==> src/rtl/irq_pkg.sv <==
// Shared definitions for the interrupt controller: state encoding, source
// indices, default mode mask and the fixed-priority helper.
package irq_pkg;

  typedef enum logic [1:0] {
    ST_IDLE   = 2'd0,
    ST_ASSERT = 2'd1,
    ST_GAP    = 2'd2
  } irq_state_e;

  localparam int unsigned IRQ_SYS  = 0;
  localparam int unsigned IRQ_SDC  = 1;
  localparam int unsigned IRQ_HID  = 2;
  localparam int unsigned IRQ_PORT = 3;

  localparam logic [7:0] IRQ_LEVEL_MASK_DEFAULT = 8'h00;

  // Lowest-index set bit wins; 0 when nothing is set.
  function automatic logic [2:0] irq_lowest(input logic [7:1] v);
    irq_lowest = 3'd0;
    for (int i = 7; i >= 1; i--) begin
      if (v[i]) irq_lowest = 3'(i);
    end
  endfunction

endpackage

==> src/rtl/irq_src_latch.sv <==
// Single-source pending/overrun latch; LEVEL selects level- or rising-edge
// detection.
module irq_src_latch
  import irq_pkg::*;
#(
  parameter bit LEVEL = 1'b0
) (
  input  logic clk,
  input  logic reset,
  input  logic src,
  input  logic enable,
  input  logic ack,
  output logic pend,
  output logic ovr
);

  logic src_q;
  logic pend_q, pend_d;
  logic ovr_q, ovr_d;
  logic set;

  always_comb begin
    set    = enable & src & (LEVEL | ~src_q);
    pend_d = pend_q;
    ovr_d  = ovr_q;
    if (!enable) begin
      pend_d = 1'b0;
      ovr_d  = 1'b0;
    end else if (ack) begin
      // A coincident edge event survives the ack; a level request re-latches a cycle later.
      pend_d = set & ~LEVEL;
      ovr_d  = 1'b0;
    end else if (set) begin
      pend_d = 1'b1;
      if (pend_q && !LEVEL) ovr_d = 1'b1;
    end
  end

  always_ff @(posedge clk or posedge reset) begin
    if (reset) begin
      src_q  <= 1'b0;
      pend_q <= 1'b0;
      ovr_q  <= 1'b0;
    end else begin
      src_q  <= src;
      pend_q <= pend_d;
      ovr_q  <= ovr_d;
    end
  end

  assign pend = pend_q;
  assign ovr  = ovr_q;

endmodule

==> src/rtl/irq_ctrl.sv <==
// Interrupt controller: per-source latches, MCU-facing assert/gap sequencer
// and a fixed-priority encoder for irq_valid/irq_id.
module irq_ctrl
  import irq_pkg::*;
#(
  parameter logic [7:0]  LEVEL_MASK = IRQ_LEVEL_MASK_DEFAULT,
  parameter int unsigned GAP_CYCLES = 32
) (
  input  logic       clk,
  input  logic       reset,
  input  logic [7:0] irq_src,
  input  logic [7:0] irq_enable,
  input  logic [7:0] int_ack,
  output logic [7:0] int_in,
  output logic [7:0] irq_overrun,
  output logic       irq_valid,
  output logic [2:0] irq_id
);

  localparam logic [15:0] GAP_LAST = 16'(GAP_CYCLES - 1);

  logic [7:1]  pending;
  logic [7:1]  overrun;
  logic [7:1]  active;
  irq_state_e  state_q, state_d;
  logic [15:0] cnt_q, cnt_d;
  logic        valid_q, valid_d;
  logic [2:0]  id_q, id_d;
  logic        unused_bit0;

  for (genvar i = 1; i < 8; i++) begin : g_src
    irq_src_latch #(
      .LEVEL(LEVEL_MASK[i])
    ) u_latch (
      .clk   (clk),
      .reset (reset),
      .src   (irq_src[i]),
      .enable(irq_enable[i]),
      .ack   (int_ack[i]),
      .pend  (pending[i]),
      .ovr   (overrun[i])
    );
  end

  assign active      = pending & irq_enable[7:1];
  assign unused_bit0 = ^{irq_src[0], irq_enable[0], int_ack[0]};

  always_ff @(posedge clk or posedge reset) begin
    if (reset) begin
      state_q <= ST_IDLE;
      cnt_q   <= 16'd0;
      valid_q <= 1'b0;
      id_q    <= 3'd0;
    end else begin
      state_q <= state_d;
      cnt_q   <= cnt_d;
      valid_q <= valid_d;
      id_q    <= id_d;
    end
  end

  always_comb begin
    state_d = state_q;
    cnt_d   = cnt_q;
    valid_d = |active;
    id_d    = irq_lowest(active);
    case (state_q)
      ST_IDLE: begin
        if (|active) state_d = ST_ASSERT;
      end
      ST_ASSERT: begin
        if (|int_ack[7:1]) begin
          state_d = ST_GAP;
          cnt_d   = 16'd0;
        end else if (!(|active)) begin
          state_d = ST_IDLE;
        end
      end
      ST_GAP: begin
        // Leaving at GAP_LAST keeps the zero window exactly GAP_CYCLES long.
        if (cnt_q == GAP_LAST) begin
          state_d = (|active) ? ST_ASSERT : ST_IDLE;
        end else begin
          cnt_d = cnt_q + 16'd1;
        end
      end
      default: state_d = ST_IDLE;
    endcase
  end

  always_comb begin
    int_in      = (state_q == ST_ASSERT) ? {active, 1'b0} : 8'h00;
    irq_overrun = {overrun, 1'b0};
    irq_valid   = valid_q;
    irq_id      = id_q;
  end

endmodule

==> config.mk <==
export PLATFORM = sky130hd
export DESIGN_NAME = irq_ctrl
export DESIGN_NICKNAME = d
export VERILOG_FILES = /design/src/rtl/irq_pkg.sv /design/src/rtl/irq_src_latch.sv /design/src/rtl/irq_ctrl.sv
export SDC_FILE = /design/constraint.sdc
export NUM_CORES = 1
export LEC_CHECK = 0
export BUFFER_PORTS_ARGS = -buffer_cell sky130_fd_sc_hd__buf_2
export CORE_MARGIN = 4
export CORE_UTILIZATION = 40
export CTS_BUF_LIST = sky130_fd_sc_hd__clkbuf_4
export DETAILED_ROUTE_END_ITERATION = 7
export GPL_ROUTABILITY_DRIVEN = 0
export GPL_TIMING_DRIVEN = 0
export SETUP_SLACK_MARGIN = 0.5
export SLEW_MARGIN = 20
export SYNTH_ARGS = -nofsm -noshare
export SYNTH_HDL_FRONTEND = slang
export SYNTH_SLANG_ARGS = --single-unit
==> constraint.sdc <==
create_clock -name clk -period 4.5 [get_ports clk]
set_input_delay 0.675 -clock clk [delete_from_list [all_inputs] [get_ports clk]]
set_output_delay 0.675 -clock clk [all_outputs]
set_load 0.01 [all_outputs]
==> results.py, run 1 <==
metrics = {
    "clock_network": {
        "cts_num_sinks": 43,
        "ctsHtreeMaxLevel": 2,
        "cts_setup_buffers": 0,
        "root_buffer": "clkbuf_4",
        "post_cts_resized": 0,
        "clock_path_buffers": 2,
        "clk_pin_slew_ps": 130,
        "hold_buffers": 0,
        "tritoncts": "done",
        "clock_latency_ps": 350,
        "cts_buffers": 5,
    },
    "die": {
        "num_rows": 26,
        "io_pins": 46,
        "die_h_um": 80.7,
        "start_util_pct": 41.4,
        "dieArea_um2": 6510,
        "die_w_um": 80.7,
        "core_um2": 5110,
    },
    "power_and_ir_drop": {
        "power_uw": 886,
        "leakage_uw": 0.00119,
        "p_per_area_nw_per_um2": 354,
        "ir_drop_v": 0.000161,
    },
    "timing": {
        "period_share_pct": 46.3,
        "setup_violations": 0,
        "hold_viol_final": 0,
        "grt_setup_unrepaired": "no",
        "slew_violations": 0,
        "skew_ps": 8.51,
        "setup_tns_ps": 0,
        "max_freq_mhz": 480,
        "period_needed_ps": 2080,
    },
    "routing": {
        "wire_per_inst_um": 13.1,
        "antenna_left": 0,
        "wirelength_mm": 4.31,
        "via_per_inst": 4.98,
        "drt-pass1-iter-count": 4,
        "drc": 0,
        "dr.first_iter.drc_count": 109,
        "num_vias": 1634,
    },
    "cells_and_area": {
        "antenna_cells": 0,
        "drive_gt1_share_pct": 27.1,
        "nNetsFinal": 284,
        "final_cell_mix": "dfrtp_1, buf_2, nand2_1",
        "area_growth_pct": 18.6,
        "final_common_cell": "dfrtp_1",
    },
    "grt": {
        "grt_pass1_vias": 1626,
        "grt_max_degree": 27,
        "grtUsageTotal_pct": 15.1,
        "grt_pass1_wl_mm": 7.58,
        "grt_overflow": 0,
        "antenna_found_initial": 0,
    },
    "yosys": {
        "synth_mux_area_share_pct": 2.84,
        "syn_inst": 208,
        "synth_adder_area_share_pct": 0.592,
        "synth_top_family_by_area": "simple AND/OR/NAND/NOR gates",
        "synth-xor-area-share_pct": 0,
        "synth_seq_area_share_pct": 50.9,
        "synthDistinctLibCells": 40,
        "synth_compound_area_share_pct": 14.4,
        "ys_ff_latch": 43,
        "synthSimpleGateAreaFrac_pct": 24.1,
        "yosysWarnings": 0,
        "avgSynthCellArea_um2": 10.2,
        "syn_area_um2": 2110,
    },
    "critical_path": {
        "end_kind": "output port",
        "startpoint_type": "register",
        "path_class": "reg -> out",
        "path_cells": "nand2b_1 -> clkbuf_1 -> nor2_1 -> buf_2",
        "crit_arrival_ps": 1410,
        "cp.required_ps": 3830,
        "critPathTopFamily": "flip-flops",
        "crit_slowest_cell": "dfrtp_1",
        "cp_max_fo": 8,
        "cpPeakStageDelay_ps": 420,
        "path_buf_inv": 2,
    },
    "placed_design": {
        "portBuffers": 40,
        "dp_hpwl_mm": 3.31,
    },
    "min_path": {
        "holdCritPathClass": "in -> async",
    },
    "run_status": {
        "status": "completed",
    },
    "job": {
        "max_cap_viol_count": 0,
    },
}
[registers in the layout, indices dropped and copies added, names as in the netlist]
name / count
cnt_q: 16
g_src.u_latch.ovr: 7
g_src.u_latch.pend: 7
g_src.u_latch.src_q: 7
irq_id: 3
irq_valid: 1
state_q: 2
[final timing paths]
| path | from | endpoint | slack [ps] | cells past startpoint |
|---|---|---|---|---|
| worst max-delay path | state_q[1] | int_in[5] | 2420 | 4 |
| worst min-delay path | reset | g_src[2].u_latch.ovr | 290 | 2 |
| worst max register to register | cnt_q[0] | cnt_q[15] | 2690 | 6 |
| worst min register to register | g_src[1].u_latch.pend | irq_id[1] | 520 | 1 |
| max in group asynchronous | reset | g_src[6].u_latch.ovr | 3730 | 3 |
| min in group clk | irq_src[2] | g_src[2].u_latch.src_q | 440 | 1 |
[cell type report]
class                      count  area, µm²
buffer                        14       98.8
clock buffer                   5       37.5
clock inverter                 3       43.8
fill                         510       2600
inverter                      13       48.8
multi-input combinational    139        892
sequential                    43       1080
tap                           70       87.6
timing repair buffer          41        220
[metal layers]
| layer | up-vias | GRT usage, % | routed length [µm] |
|---|---|---|---|
| met5 | - | 0 | 0 |
| met4 | 0 | 4.05 | 51 |
| met3 | 5 | 5.61 | 247 |
| met2 | 34 | 23.3 | 1970 |
| met1 | 757 | 20.0 | 2040 |
| li1 | 838 | - | - |
[power breakdown]
part / leakage (µW) / internal, µW / switching [µW]
clock: 0.0000452 / 117 / 129
combinational: 0.000575 / 72.8 / 113
sequential: 0.000568 / 421 / 32.8
total: 0.00119 / 611 / 275
[stage by stage]
| stage | std cells | hold slack (ps) | worst slack [ps] | utilization (%) | instance area, µm² |
|---|---|---|---|---|---|
| final | 328 | 288 | 2420 | 49.0 | 2500 |
| after global routing | 328 | 286 | 2310 | 49.0 | 2500 |
| after CTS | 328 | 290 | 2390 | 49.0 | 2500 |
| after detailed placement | 320 | 502 | 2480 | 47.5 | 2420 |
| after global placement | 319 | 500 | 2170 | 47.1 | 2400 |
| after floorplan | 209 | 452 | 2790 | - | 2120 |
[kinds of logic after synthesis]
logic type | Yosys count
adder cells (fa/ha/maj) | 1
buffers and inverters | 27
AND/OR/NAND/NOR | 86
other | 1
flip-flops | 43
multiplexers | 6
AO/OA/AOI/OAI | 44
[synthesized netlist by cell type]
| cell type | n | area, µm² |
|---|---|---|
| a21boi_0 | 9 | 67.6 |
| a21o_1 | 1 | 7.51 |
| a21oi_1 | 8 | 40.0 |
| a22o_1 | 1 | 8.76 |
| a2bb2oi_1 | 1 | 8.76 |
| a31oi_1 | 7 | 43.8 |
| a32o_1 | 2 | 20.0 |
| a32oi_1 | 1 | 8.76 |
| and3_1 | 5 | 31.3 |
| and3b_1 | 1 | 8.76 |
| and4_4 | 3 | 33.8 |
| buf_2 | 1 | 5.00 |
| buf_4 | 10 | 75.1 |
| buf_6 | 1 | 11.3 |
| clkbuf_1 | 2 | 7.51 |
| conb_1 | 1 | 3.75 |
| dfrtp_1 | 43 | 1080 |
| ha_1 | 1 | 12.5 |
| inv_1 | 13 | 48.8 |
| mux2i_1 | 6 | 60.1 |
| nand2_1 | 21 | 78.8 |
| nand2_4 | 1 | 11.3 |
| nand2b_1 | 13 | 81.3 |
| nand3_1 | 7 | 35.0 |
| nand3_2 | 1 | 10.0 |
| nand4_1 | 3 | 18.8 |
| nor2_1 | 8 | 30.0 |
| nor2b_1 | 1 | 6.26 |
| nor3_1 | 4 | 20.0 |
| nor3b_1 | 7 | 52.6 |
| nor4_1 | 3 | 18.8 |
| nor4_2 | 1 | 12.5 |
| nor4b_2 | 1 | 15.0 |
| o21a_1 | 1 | 7.51 |
| o21ai_0 | 4 | 20.0 |
| o21ai_2 | 1 | 8.76 |
| o311ai_1 | 2 | 17.5 |
| o31ai_1 | 6 | 45.0 |
| or3_1 | 1 | 6.26 |
| or4_1 | 5 | 37.5 |
Power figures use the tool's default switching activity.
==> run 2: changes to the inputs <==
==> constraint.sdc (replaced) <==
create_clock -name clk -period 2.1 [get_ports clk]
set_input_delay 0.315 -clock clk [delete_from_list [all_inputs] [get_ports clk]]
set_output_delay 0.315 -clock clk [all_outputs]
set_load 0.01 [all_outputs]
==> results.py, run 2 (synthesized netlist as in run 1, its figures left out) <==
metrics = {
    "critical_path": {
        "path_cells": "ha_2 -> and4_4 -> and4_4 -> buf_12 -> nor4b_4 -> mux2i_1",
        "cp.required_ps": 2390,
        "ff2ff_setup_slack_ps": 450,
        "crit_slowest_cell": "dfrtp_1",
        "crit_arrival_ps": 1940,
        "end_kind": "register",
        "critPathTopFamily": "simple AND/OR/NAND/NOR gates",
        "cp_max_fo": 5,
        "path_buf_inv": 1,
        "startpoint_type": "register",
        "path_class": "reg -> reg",
        "cp_common_cell": "and4_4",
        "ff2ff_path_depth": 6,
        "critical_path_depth": 6,
        "cpPeakStageDelay_ps": 420,
    },
    "timing": {
        "slew_violations": 0,
        "hold_viol_final": 0,
        "max_freq_mhz": 605,
        "setup_tns_ps": 0,
        "setup_violations": 0,
        "period_share_pct": 78.7,
        "grt_setup_unrepaired": "yes",
        "period_needed_ps": 1650,
        "skew_ps": 13.7,
    },
    "min_path": {
        "holdCritPathClass": "in -> reg",
        "worstHoldPathCells": 1,
    },
    "cells_and_area": {
        "drive_gt1_share_pct": 38.3,
        "antenna_cells": 0,
        "final_cell_mix": "dfrtp_1, buf_2, nand2_1",
        "regMostFlops": "cnt_q",
        "largest_reg_flops": 16,
        "final_common_cell": "dfrtp_1",
        "finalInstanceArea_um2": 2800,
        "fill_cells": 462,
        "area_growth_pct": 32.4,
        "nNetsFinal": 292,
    },
    "clock_network": {
        "cts_buffers": 5,
        "root_buffer": "clkbuf_4",
        "tritoncts": "done",
        "cts_num_sinks": 43,
        "clk_pin_slew_ps": 140,
        "clock_path_buffers": 2,
        "clock_latency_ps": 360,
        "ctsHtreeMaxLevel": 2,
    },
    "placed_design": {
        "dp_hpwl_mm": 3.34,
        "portBuffers": 40,
        "dpl_cell_area_um2": 2440,
    },
    "grt": {
        "grt_max_degree": 31,
        "grt_pass1_wl_mm": 8.02,
        "grt_overflow": 0,
        "grt_pass1_vias": 1689,
        "antenna_found_initial": 0,
        "grtUsageTotal_pct": 16.0,
    },
    "die": {
        "die_w_um": 80.7,
        "start_util_pct": 41.4,
        "num_rows": 26,
        "io_pins": 46,
        "core_um2": 5110,
        "die_h_um": 80.7,
        "dieArea_um2": 6510,
    },
    "routing": {
        "via_per_inst": 5.15,
        "antenna_left": 0,
        "wirelength_mm": 4.84,
        "drt-pass1-iter-count": 4,
        "wire_per_inst_um": 14.4,
        "dr.first_iter.drc_count": 57,
        "num_vias": 1731,
        "drc": 0,
    },
    "power_and_ir_drop": {
        "p_per_area_nw_per_um2": 718,
        "leakage_uw": 0.00125,
        "ir_drop_v": 0.000386,
    },
    "run_status": {
        "status": "completed",
    },
    "job": {
        "max_cap_viol_count": 0,
    },
}
[run 2: layout make-up]
type                    count  area [µm²]  area share, %
flip-flops and latches     43        1080           38.5
multi-input cells         139        1060           37.8
repair buffers             49         344           12.3
plain buffers              14         125           4.47
well taps                  70        87.6           3.13
inverters                  13        48.8           1.74
clock buffers               6        45.0           1.61
clock inverters             2        12.5          0.447
[run 2: repair_timing]
item	in CTS	in global routing
setup buffers	5	1
pin swaps	13	0
endpoints found under the setup margin	22	23
hold buffers	1	0
endpoints found under the hold margin	13	0
resized for setup	31	16
cloned	0	1
[run 2: power by group]
part	switching [µW]	leakage, µW	internal (µW)
sequential	65.6	0.000567	903
clock	281	0.0000317	142
combinational	344	0.000653	273
total	691	0.00125	1320
[run 2: path summary, 6_finish.rpt]
path	start	end
min reg2reg	g_src[1].u_latch.pend	irq_id[1]
max in group asynchronous	reset	g_src[6].u_latch.src_q
min in group asynchronous	reset	irq_valid
min	irq_src[3]	g_src[3].u_latch.src_q
max reg2reg	cnt_q[1]	cnt_q[15]
max	cnt_q[1]	cnt_q[15]
[run 2: routing by layer]
layer	routed length, µm	global-route usage [%]	up-vias	part of all wire, %
li1	-	-	851	-
met1	2190	21.6	828	45
met2	2280	24.6	42	47
met3	271	4.60	10	5.6
met4	91	5.24	0	1.9
met5	0	0	-	0
[run 2: worst reg2reg max path, stage by stage (launching register included)]
cell     delay (ps)
dfrtp_1         420
ha_2            180
and4_4          200
and4_4          200
buf_12          130
nor4b_4         220
mux2i_1         210
[run 2: through the flow]
stage,setup slack [ps],utilization (%),cells,hold WS (ps),power [µW]
CTS,437,52.7,334,55.6,1950
global placement,122,47.5,319,451,1390
detailed placement,369,47.8,320,295,1390
global route,396,54.8,336,38.8,2130
finish,448,54.8,336,69.1,2010
floorplan,491,-,209,346,1260
